[src/rtl/somador_serial_pkg.sv]
// Shared types and constants for the serial adder/subtractor.
//   estado_t   : sequencer states
//   MODO_SOMA  : mode value for A+B
//   MODO_SUB   : mode value for A-B
//   N_PADRAO   : default operand width
package somador_serial_pkg;

    typedef enum logic [1:0] {
        OCIOSO = 2'd0,
        CALC   = 2'd1,
        FIM    = 2'd2
    } estado_t;

    localparam logic MODO_SOMA = 1'b0;
    localparam logic MODO_SUB  = 1'b1;

    localparam int unsigned N_PADRAO = 8;

endpackage

[src/rtl/somador_serial_if.sv]
// Request/result bundle between a requester and the serial adder.
//   inicio, M, A, B          : request (driven by master)
//   ocupado, pronto, R, Tf, ovf : status and result (driven by slave)
interface somador_serial_if
    import somador_serial_pkg::*;
#(
    parameter int unsigned N = N_PADRAO
) ();

    logic         inicio;
    logic         M;
    logic [N-1:0] A;
    logic [N-1:0] B;
    logic         ocupado;
    logic         pronto;
    logic [N-1:0] R;
    logic         Tf;
    logic         ovf;

    modport master (
        output inicio, M, A, B,
        input  ocupado, pronto, R, Tf, ovf
    );

    modport slave (
        input  inicio, M, A, B,
        output ocupado, pronto, R, Tf, ovf
    );

endinterface

[src/rtl/somador_subtrator.sv]
// One-bit full adder/subtractor cell, purely combinational.
//   M  : mode (MODO_SOMA / MODO_SUB)
//   A,B: operand bits; Te: transport in (carry or borrow)
//   S  : sum/difference bit; Ts: transport out
module somador_subtrator
    import somador_serial_pkg::*;
(
    input  logic M,
    input  logic A,
    input  logic B,
    input  logic Te,
    output logic S,
    output logic Ts
);

    // Sum and difference share the same bit; only the transport differs.
    always_comb begin
        S = A ^ B ^ Te;
        if (M == MODO_SUB) begin
            Ts = (~A & B) | (~(A ^ B) & Te);
        end else begin
            Ts = (A & B) | ((A ^ B) & Te);
        end
    end

endmodule

[src/rtl/somador_serial.sv]
// Bit-serial N-bit adder/subtractor sequencing one somador_subtrator cell,
// LSB first, with the transport held in a flop between bits.
//   clk, rst : clock, synchronous active-high reset
//   bus      : slave side of somador_serial_if (request in, result out)
module somador_serial
    import somador_serial_pkg::*;
#(
    parameter int unsigned N = N_PADRAO
) (
    input  logic              clk,
    input  logic              rst,
    somador_serial_if.slave   bus
);

    localparam int unsigned CW = $clog2(N);

    estado_t       estado_q, estado_d;
    logic [N-1:0]  a_q, a_d;
    logic [N-1:0]  b_q, b_d;
    logic [N-1:0]  r_q, r_d;
    logic          m_q, m_d;
    logic          t_q, t_d;
    logic [CW-1:0] cnt_q, cnt_d;
    logic          ocupado_q, ocupado_d;
    logic          pronto_q, pronto_d;
    logic [N-1:0]  res_q, res_d;
    logic          tf_q, tf_d;
    logic          ovf_q, ovf_d;

    logic          s_c;
    logic          ts_c;

    // Single bit cell, always looking at the current LSBs and transport.
    somador_subtrator u_celula (
        .M  (m_q),
        .A  (a_q[0]),
        .B  (b_q[0]),
        .Te (t_q),
        .S  (s_c),
        .Ts (ts_c)
    );

    // State and datapath registers.
    always_ff @(posedge clk) begin
        if (rst) begin
            estado_q  <= OCIOSO;
            a_q       <= '0;
            b_q       <= '0;
            r_q       <= '0;
            m_q       <= 1'b0;
            t_q       <= 1'b0;
            cnt_q     <= '0;
            ocupado_q <= 1'b0;
            pronto_q  <= 1'b0;
            res_q     <= '0;
            tf_q      <= 1'b0;
            ovf_q     <= 1'b0;
        end else begin
            estado_q  <= estado_d;
            a_q       <= a_d;
            b_q       <= b_d;
            r_q       <= r_d;
            m_q       <= m_d;
            t_q       <= t_d;
            cnt_q     <= cnt_d;
            ocupado_q <= ocupado_d;
            pronto_q  <= pronto_d;
            res_q     <= res_d;
            tf_q      <= tf_d;
            ovf_q     <= ovf_d;
        end
    end

    // Next-state, shifting and completion capture.
    always_comb begin
        estado_d = estado_q;
        a_d      = a_q;
        b_d      = b_q;
        r_d      = r_q;
        m_d      = m_q;
        t_d      = t_q;
        cnt_d    = cnt_q;
        res_d    = res_q;
        tf_d     = tf_q;
        ovf_d    = ovf_q;

        case (estado_q)
            OCIOSO: begin
                if (bus.inicio) begin
                    estado_d = CALC;
                    a_d      = bus.A;
                    b_d      = bus.B;
                    m_d      = bus.M;
                    t_d      = 1'b0;
                    cnt_d    = '0;
                end
            end
            CALC: begin
                t_d   = ts_c;
                a_d   = a_q >> 1;
                b_d   = b_q >> 1;
                r_d   = {s_c, r_q[N-1:1]};
                cnt_d = cnt_q + CW'(1);
                if (cnt_q == CW'(N - 1)) begin
                    estado_d = FIM;
                    res_d    = {s_c, r_q[N-1:1]};
                    tf_d     = ts_c;
                    // Transport into vs. out of the sign bit disagree on overflow.
                    ovf_d    = t_q ^ ts_c;
                end
            end
            FIM: begin
                estado_d = OCIOSO;
            end
            default: begin
                estado_d = OCIOSO;
            end
        endcase

        ocupado_d = (estado_d != OCIOSO);
        pronto_d  = (estado_d == FIM);
    end

    assign bus.ocupado = ocupado_q;
    assign bus.pronto  = pronto_q;
    assign bus.R       = res_q;
    assign bus.Tf      = tf_q;
    assign bus.ovf     = ovf_q;

endmodule

[src/flat_wrapper.sv]
// flat-port wrapper written by rule: the top's interface ports become plain ports
module somador_serial_flat import somador_serial_pkg::*;
#(
    parameter int unsigned N = N_PADRAO
)
  (clk, rst, bus_inicio, bus_M, bus_A, bus_B, bus_ocupado, bus_pronto, bus_R, bus_Tf, bus_ovf);
  somador_serial_if #(.N(N)) bus_i ();
  input  logic clk;
  input  logic rst;
  input wire logic [$bits(bus_i.inicio)-1:0] bus_inicio;
  input wire logic [$bits(bus_i.M)-1:0] bus_M;
  input wire logic [$bits(bus_i.A)-1:0] bus_A;
  input wire logic [$bits(bus_i.B)-1:0] bus_B;
  output wire logic [$bits(bus_i.ocupado)-1:0] bus_ocupado;
  output wire logic [$bits(bus_i.pronto)-1:0] bus_pronto;
  output wire logic [$bits(bus_i.R)-1:0] bus_R;
  output wire logic [$bits(bus_i.Tf)-1:0] bus_Tf;
  output wire logic [$bits(bus_i.ovf)-1:0] bus_ovf;
  assign bus_i.inicio = bus_inicio;
  assign bus_i.M = bus_M;
  assign bus_i.A = bus_A;
  assign bus_i.B = bus_B;
  assign bus_ocupado = bus_i.ocupado;
  assign bus_pronto = bus_i.pronto;
  assign bus_R = bus_i.R;
  assign bus_Tf = bus_i.Tf;
  assign bus_ovf = bus_i.ovf;
  somador_serial #(.N(N)) u_core (.clk(clk), .rst(rst), .bus(bus_i));
endmodule
[config.mk]
export PLATFORM = sky130hd
export DESIGN_NAME = somador_serial_flat
export DESIGN_NICKNAME = d
export VERILOG_FILES = /design/src/rtl/somador_serial_pkg.sv /design/src/rtl/somador_serial_if.sv /design/src/rtl/somador_subtrator.sv /design/src/rtl/somador_serial.sv /design/src/flat_wrapper.sv
export SDC_FILE = /design/constraint.sdc
export NUM_CORES = 1
export LEC_CHECK = 0
export ABC_AREA = 1
export BUFFER_PORTS_ARGS = -buffer_cell sky130_fd_sc_hd__buf_2
export CAP_MARGIN = 25
export CORE_MARGIN = 2
export CORE_UTILIZATION = 54
export DETAILED_ROUTE_END_ITERATION = 6
export GPL_ROUTABILITY_DRIVEN = 0
export PLACE_DENSITY_LB_ADDON = 0.08
export RECOVER_POWER = 100
export SYNTH_ARGS = -nofsm -noshare
export SYNTH_HDL_FRONTEND = slang
export SYNTH_HIERARCHICAL = 1
export SYNTH_SLANG_ARGS = --single-unit
[constraint.sdc]
create_clock -name clk -period 1.6 [get_ports clk]
set_clock_uncertainty 0.1 [all_clocks]
set_input_delay 0.24 -clock clk [delete_from_list [all_inputs] [get_ports clk]]
set_output_delay 0.24 -clock clk [all_outputs]
set_load 0.01 [all_outputs]
# Yosys cells after proc, flatten, opt, wreduce, memory -nomap -nowiden
# Index checks and enable logic that the tools add are counted.
dict set report word_totals {
  register_bits 43
  input_bits 20
}
dict set report classes {
  n_addsub 1
  n_eq_ne 4
  n_mux 12
  bitwise_logic 11
  reduce_logical 6
}
# operator n
set ops {}
lappend ops {{one-hot mux 8 bit (2 select lines)} 2}
lappend ops {{two-way mux 8 bit} 2}
lappend ops {{one-hot mux 3 bit (2 select lines)} 1}
lappend ops {{AND reduction 2 bit} 3}
lappend ops {{bitwise AND 1 bit} 4}
lappend ops {{two-way mux 2 bit} 2}
lappend ops {{one-hot mux 2 bit (2 select lines)} 1}
lappend ops {{nonzero test 2 bit} 2}
lappend ops {{adder 3 x 1 -> 3 bit, second input constant} 1}
lappend ops {{equality test 3 bit, second input constant} 1}
lappend ops {{two-way mux 3 bit} 1}
lappend ops {{XOR 1 bit} 3}
lappend ops {{equality test 2 x 1 -> 1 bit, second input constant} 1}
lappend ops {{equality test 2 bit, second input constant} 1}
lappend ops {{zero test 2 bit} 1}
lappend ops {{two-way mux 1 bit} 2}
lappend ops {{inequality test 2 bit, second input constant} 1}
lappend ops {{inverter 1 bit} 2}
lappend ops {{bitwise OR 1 bit} 2}
lappend ops {{one-hot mux 1 bit (2 select lines)} 1}

# Logic depth before layout (Yosys ltp)
dict set report logic_depth {
  word_depth 6
  mapped_depth 8
}

# Hierarchy
# The synthesis kept the hierarchy.
# mod n_inst cells_per_inst area_each_um2 seq_area_each_um2
set modules_own_cells {}
lappend modules_own_cells {somador_serial 1 261 1770.4 840.8}
lappend modules_own_cells {somador_subtrator 1 9 66.3 0.0}

# Worst setup path after synthesis
# Ideal clock, no wire load.
dict set report synth_path {
  path_type {register to register}
  start {register u_core.b_q[0]}
  end {register u_core.ovf_q (netlist: u_core/bus.ovf)}
  setup_time_ns 0.064
  arrival_time_ns 1.227
  t_required_ns 1.436
  setup_slack_ns 0.210
  path_stages_with_launch 9
  period_less_slack_ns 1.390
  path_cell_list {dfxtp_1 -> inv_1 -> fa_1 -> inv_1 -> nand2_1 -> nand2_1 -> xor2_1 -> nor2_1 -> nor2_1}
}
dict set report synth_via {
  elab_chain_cells 6
  elab_cells_between_ends 10
  classes_between {1 x mux; 9 x bitwise}
}
# element line
set synth_lines {}
lappend synth_lines {{from (decl)} somador_serial.sv:19} ;# logic [N-1:0] b_q, b_d;
lappend synth_lines {{from (signal assigned)} somador_serial.sv:48} ;# b_q <= '0;
lappend synth_lines {{from (signal assigned)} somador_serial.sv:61} ;# b_q <= b_d;
lappend synth_lines {{XOR 1 bit} {somador_subtrator.sv:20, somador_subtrator.sv:22}}
lappend synth_lines {{inverter 1 bit} somador_subtrator.sv:20} ;# Ts = (~A & B) | (~(A ^ B) & Te);
lappend synth_lines {{bitwise AND 1 bit} somador_subtrator.sv:20}
lappend synth_lines {{bitwise OR 1 bit} somador_subtrator.sv:20}
lappend synth_lines {{two-way mux 1 bit *} somador_subtrator.sv:19} ;# if (M == MODO_SUB) begin
lappend synth_lines {{net u_core.ts_c} somador_serial.sv:31} ;# logic ts_c;
lappend synth_lines {{XOR 1 bit *} somador_serial.sv:109} ;# ovf_d = t_q ^ ts_c;
lappend synth_lines {{to (signal assigned)} somador_serial.sv:70} ;# ovf_q <= ovf_d;
lappend synth_lines {{to (decl)} somador_serial.sv:28} ;# logic ovf_q, ovf_d;
# The timed path passes the listed nets; every way through them passes the cells marked *.
# A chain may end at the register's enable or synchronous reset.

# Worst setup path in the final report
# Ends and elaborated chain as after synthesis.

==> reports/qor.txt <==
Max frequency = 674 MHz
PortBufs = 31
Leakage = 0.00103 uW
Pins over their slew limit = 0
Total Routing Usage GR = 18.5%
Least-Margin Pin Slew = 436 ps
Tcrit/Tclk final = 92.7%
Cell row count = 21
Vias in the first global route = 1393
Cts repair resizes = 0
CTS Buf Count = 5
End of the worst hold path = u_core/m_q$_SDFFE_PP0P_
Detailed Route Iter0 Violations = 60
Seq/Total Area, Yosys = 45.8%
First-pass GRT wire length = 5770 um
Filler Cell Count = 331
Status = completed
Drt drc = 0
Maximum VDD drop = 593 uV
Clock Pin Slew Worst Setup and Hold Paths = 130 ps
Synth warnings = 6
Synth cell count leaders = nand2_1, nor2_1, dfxtp_1, inv_1, o21ai_0
Reg-to-Reg End = u_core/bus.ovf$_SDFFE_PP0P_
CP Class = reg2reg
Via/cell ratio = 4.44
Synth Register Bits = 42
Syn Inst Count = 270
Placed Area = 2020 um2
Worst Reg-to-Reg Cells = 8
Tot Pwr = 2000 uW
Met3 GRT Util = 4.35%
Post-Route WL = 3270 um
Die area = 3880 um2
Ys async rst share = 0%
Crit-path max cell delay = 390 ps
RR Startpoint = u_core/b_q[0]$_SDFFE_PP0P_
Largest cells by area after synthesis = dfxtp_1, nand2_1, nor2_1
PwrDens = 964 nW/um2
DP Wirelength = 2170 um
Worst hold path cell count = 3
Main flop type after synthesis = dfxtp_1
GR met2 Demand/Resource = 28.3%
Post-Syn Area = 1840 um2
R2R Setup Slk = 120 ps
Max clock buf depth = 2
Number of flops mapped to enable cells by yosys = 0
Detail Route Antenna Nets = 0
# Post-CTS Setup Buffers = 0
Num Clock Sinks = 42
Pin count of the biggest net entering global routing = 30
Core Util, Final = 62.8%
Busiest grt layer = met2
Critical-path top delay cell = dfxtp_1
Worst slack, placed = 122 ps
Antenna violations before repair = 0
H-tree depth = 2
Final setup violation count = 0
Relative slew slack = 70.9%
CP startpoint kind = flip-flop
Clock Latency Late Sink = 330 ps
Area of the core = 3310 um2
Root Driver = clkbuf_4
Final hold vios = 0
Avg Cell Area, Syn = 6.80 um2
Most frequent cell after synthesis = nand2_1
Hold-fix buffers, CTS = 0
CP Capture Type = flip-flop
Congestion Overflow GR = 0
Final instance area = 2080 um2
Syn Nets = 294
Via count = 1550
Die Wd = 62.3 um
Critical Path RT = 1780 ps
HP Class = in2reg
Synthesis-to-finish area growth = 13.3%
RSZ-0062 raised after global routing = no
Top-area cell type share of the netlist area = 45.8%
Average wire per standard cell = 9.36 um
Final WS setup = 116 ps
Die Y = 62.3 um
Pre-Repair DR Iteration Count = 4
CTS tree = built
Tmin final = 1480 ps
Layout cells sized above 1 = 12.9%
Cell taking the most area after synthesis = dfxtp_1
Hold Crit Start = bus_M
Crit path DAT = 1670 ps
Setup TNS = 0 ps
# IOs = 32
Final #Nets = 326
Met1 usage = 25.6%
CP cell instances = inv_1 -> fa_1 -> inv_1 -> nand2_1 -> nand2_1 -> xor2_1 -> nor2_1 -> nor2_1
Crit-path max FO = 3
Yosys cell types = 21
Starting Density = 55.5%
Max Cap Viol = 0
N_diodes = 0
worst max-delay path, delay by kind of cell, from the launching register on:
| family | cells | cell delay (ps) |
|---|---|---|
| flip-flops | 1 | 390 |
| AND/OR/NAND/NOR | 4 | 300 |
| adder cells (fa/ha/maj) | 1 | 380 |
| buffers and inverters | 2 | 130 |
| XOR/XNOR | 1 | 150 |
flip-flops by register name, summed over array words and instances (netlist names), 2 cells and up:
signal           flops
u_core/a_q           8
u_core/b_q           8
u_core/estado_q      2
u_core/cnt_q         3
u_core/r_q           7
u_core/bus.R         8
power by group:
group          switching, uW  internal [uW]  total (uW)
Sequential              23.9           1090        1120
Clock                    319            330         649
Combinational            147           90.9         238
Total                    490           1520        2000
cells by family (layout without fill, tap and decap cells):
logic type / count (synthesis) / after routing / synth area share, %
adders and majority gates: 4 / 4 / 3.54
buffers and inverters: 39 / 72 / 9.60
xor gates and xnor gates: 1 / 1 / 0.477
and+or+nand+nor: 159 / 159 / 33.8
AOI/OAI and AO/OA: 25 / 25 / 6.81
DFF: 42 / 42 / 45.8
final cells by class:
cell class | instances | area (um2) | area share, %
flip-flops and latches | 42 | 842 | 40.5
multi-input cells | 189 | 815 | 39.1
repair buffers | 38 | 190 | 9.14
inverters | 26 | 97.6 | 4.69
well taps | 46 | 57.6 | 2.77
clock buffers | 6 | 41.3 | 1.98
clock inverters | 2 | 37.5 | 1.80
worst max-delay path by stage:
stage | startpoint | end | slack, ps | depth (start not counted)
finish | u_core/b_q[0]$_SDFFE_PP0P_ | u_core/bus.ovf$_SDFFE_PP0P_ | 120 | 8
detailed placement | u_core/t_q$_SDFFE_PP0P_ | u_core/bus.ovf$_SDFFE_PP0P_ | 120 | 8
global placement | u_core/b_q[0]$_SDFFE_PP0P_ | u_core/bus.ovf$_SDFFE_PP0P_ | 160 | 8
CTS | u_core/t_q$_SDFFE_PP0P_ | u_core/bus.ovf$_SDFFE_PP0P_ | 90 | 8
floorplan | u_core/b_q[0]$_SDFFE_PP0P_ | u_core/bus.ovf$_SDFFE_PP0P_ | 210 | 8
global route | u_core/b_q[0]$_SDFFE_PP0P_ | u_core/bus.ovf$_SDFFE_PP0P_ | 20 | 8
stage by stage:
step / hold WS [ps] / instances
after detailed placement: 357 / 341
final: 76.3 / 349
after global placement: 351 / 341
after global routing: 66.6 / 349
after floorplan: 209 / 270
after CTS: 64.9 / 349
routing by layer:
layer | part of all wire (%) | up-vias
met5 | 0 | -
met4 | 0.73 | 0
met3 | 3.0 | 2
met2 | 41 | 21
met1 | 55 | 656
li1 | - | 871
placed cells by master (no fill, tap or decap), drive strengths merged:
cell type	count
inv	26
o21ai	15
clkinvlp	1
a21oi	10
fa	2
clkbuf	19
dfxtp	42
xor2	1
buf	25
ha	2
bufinv	1
nand4	3
nand2	80
and3	1
nand3	1
nor2	74
Note: power is estimated with default switching activity, not from simulation.
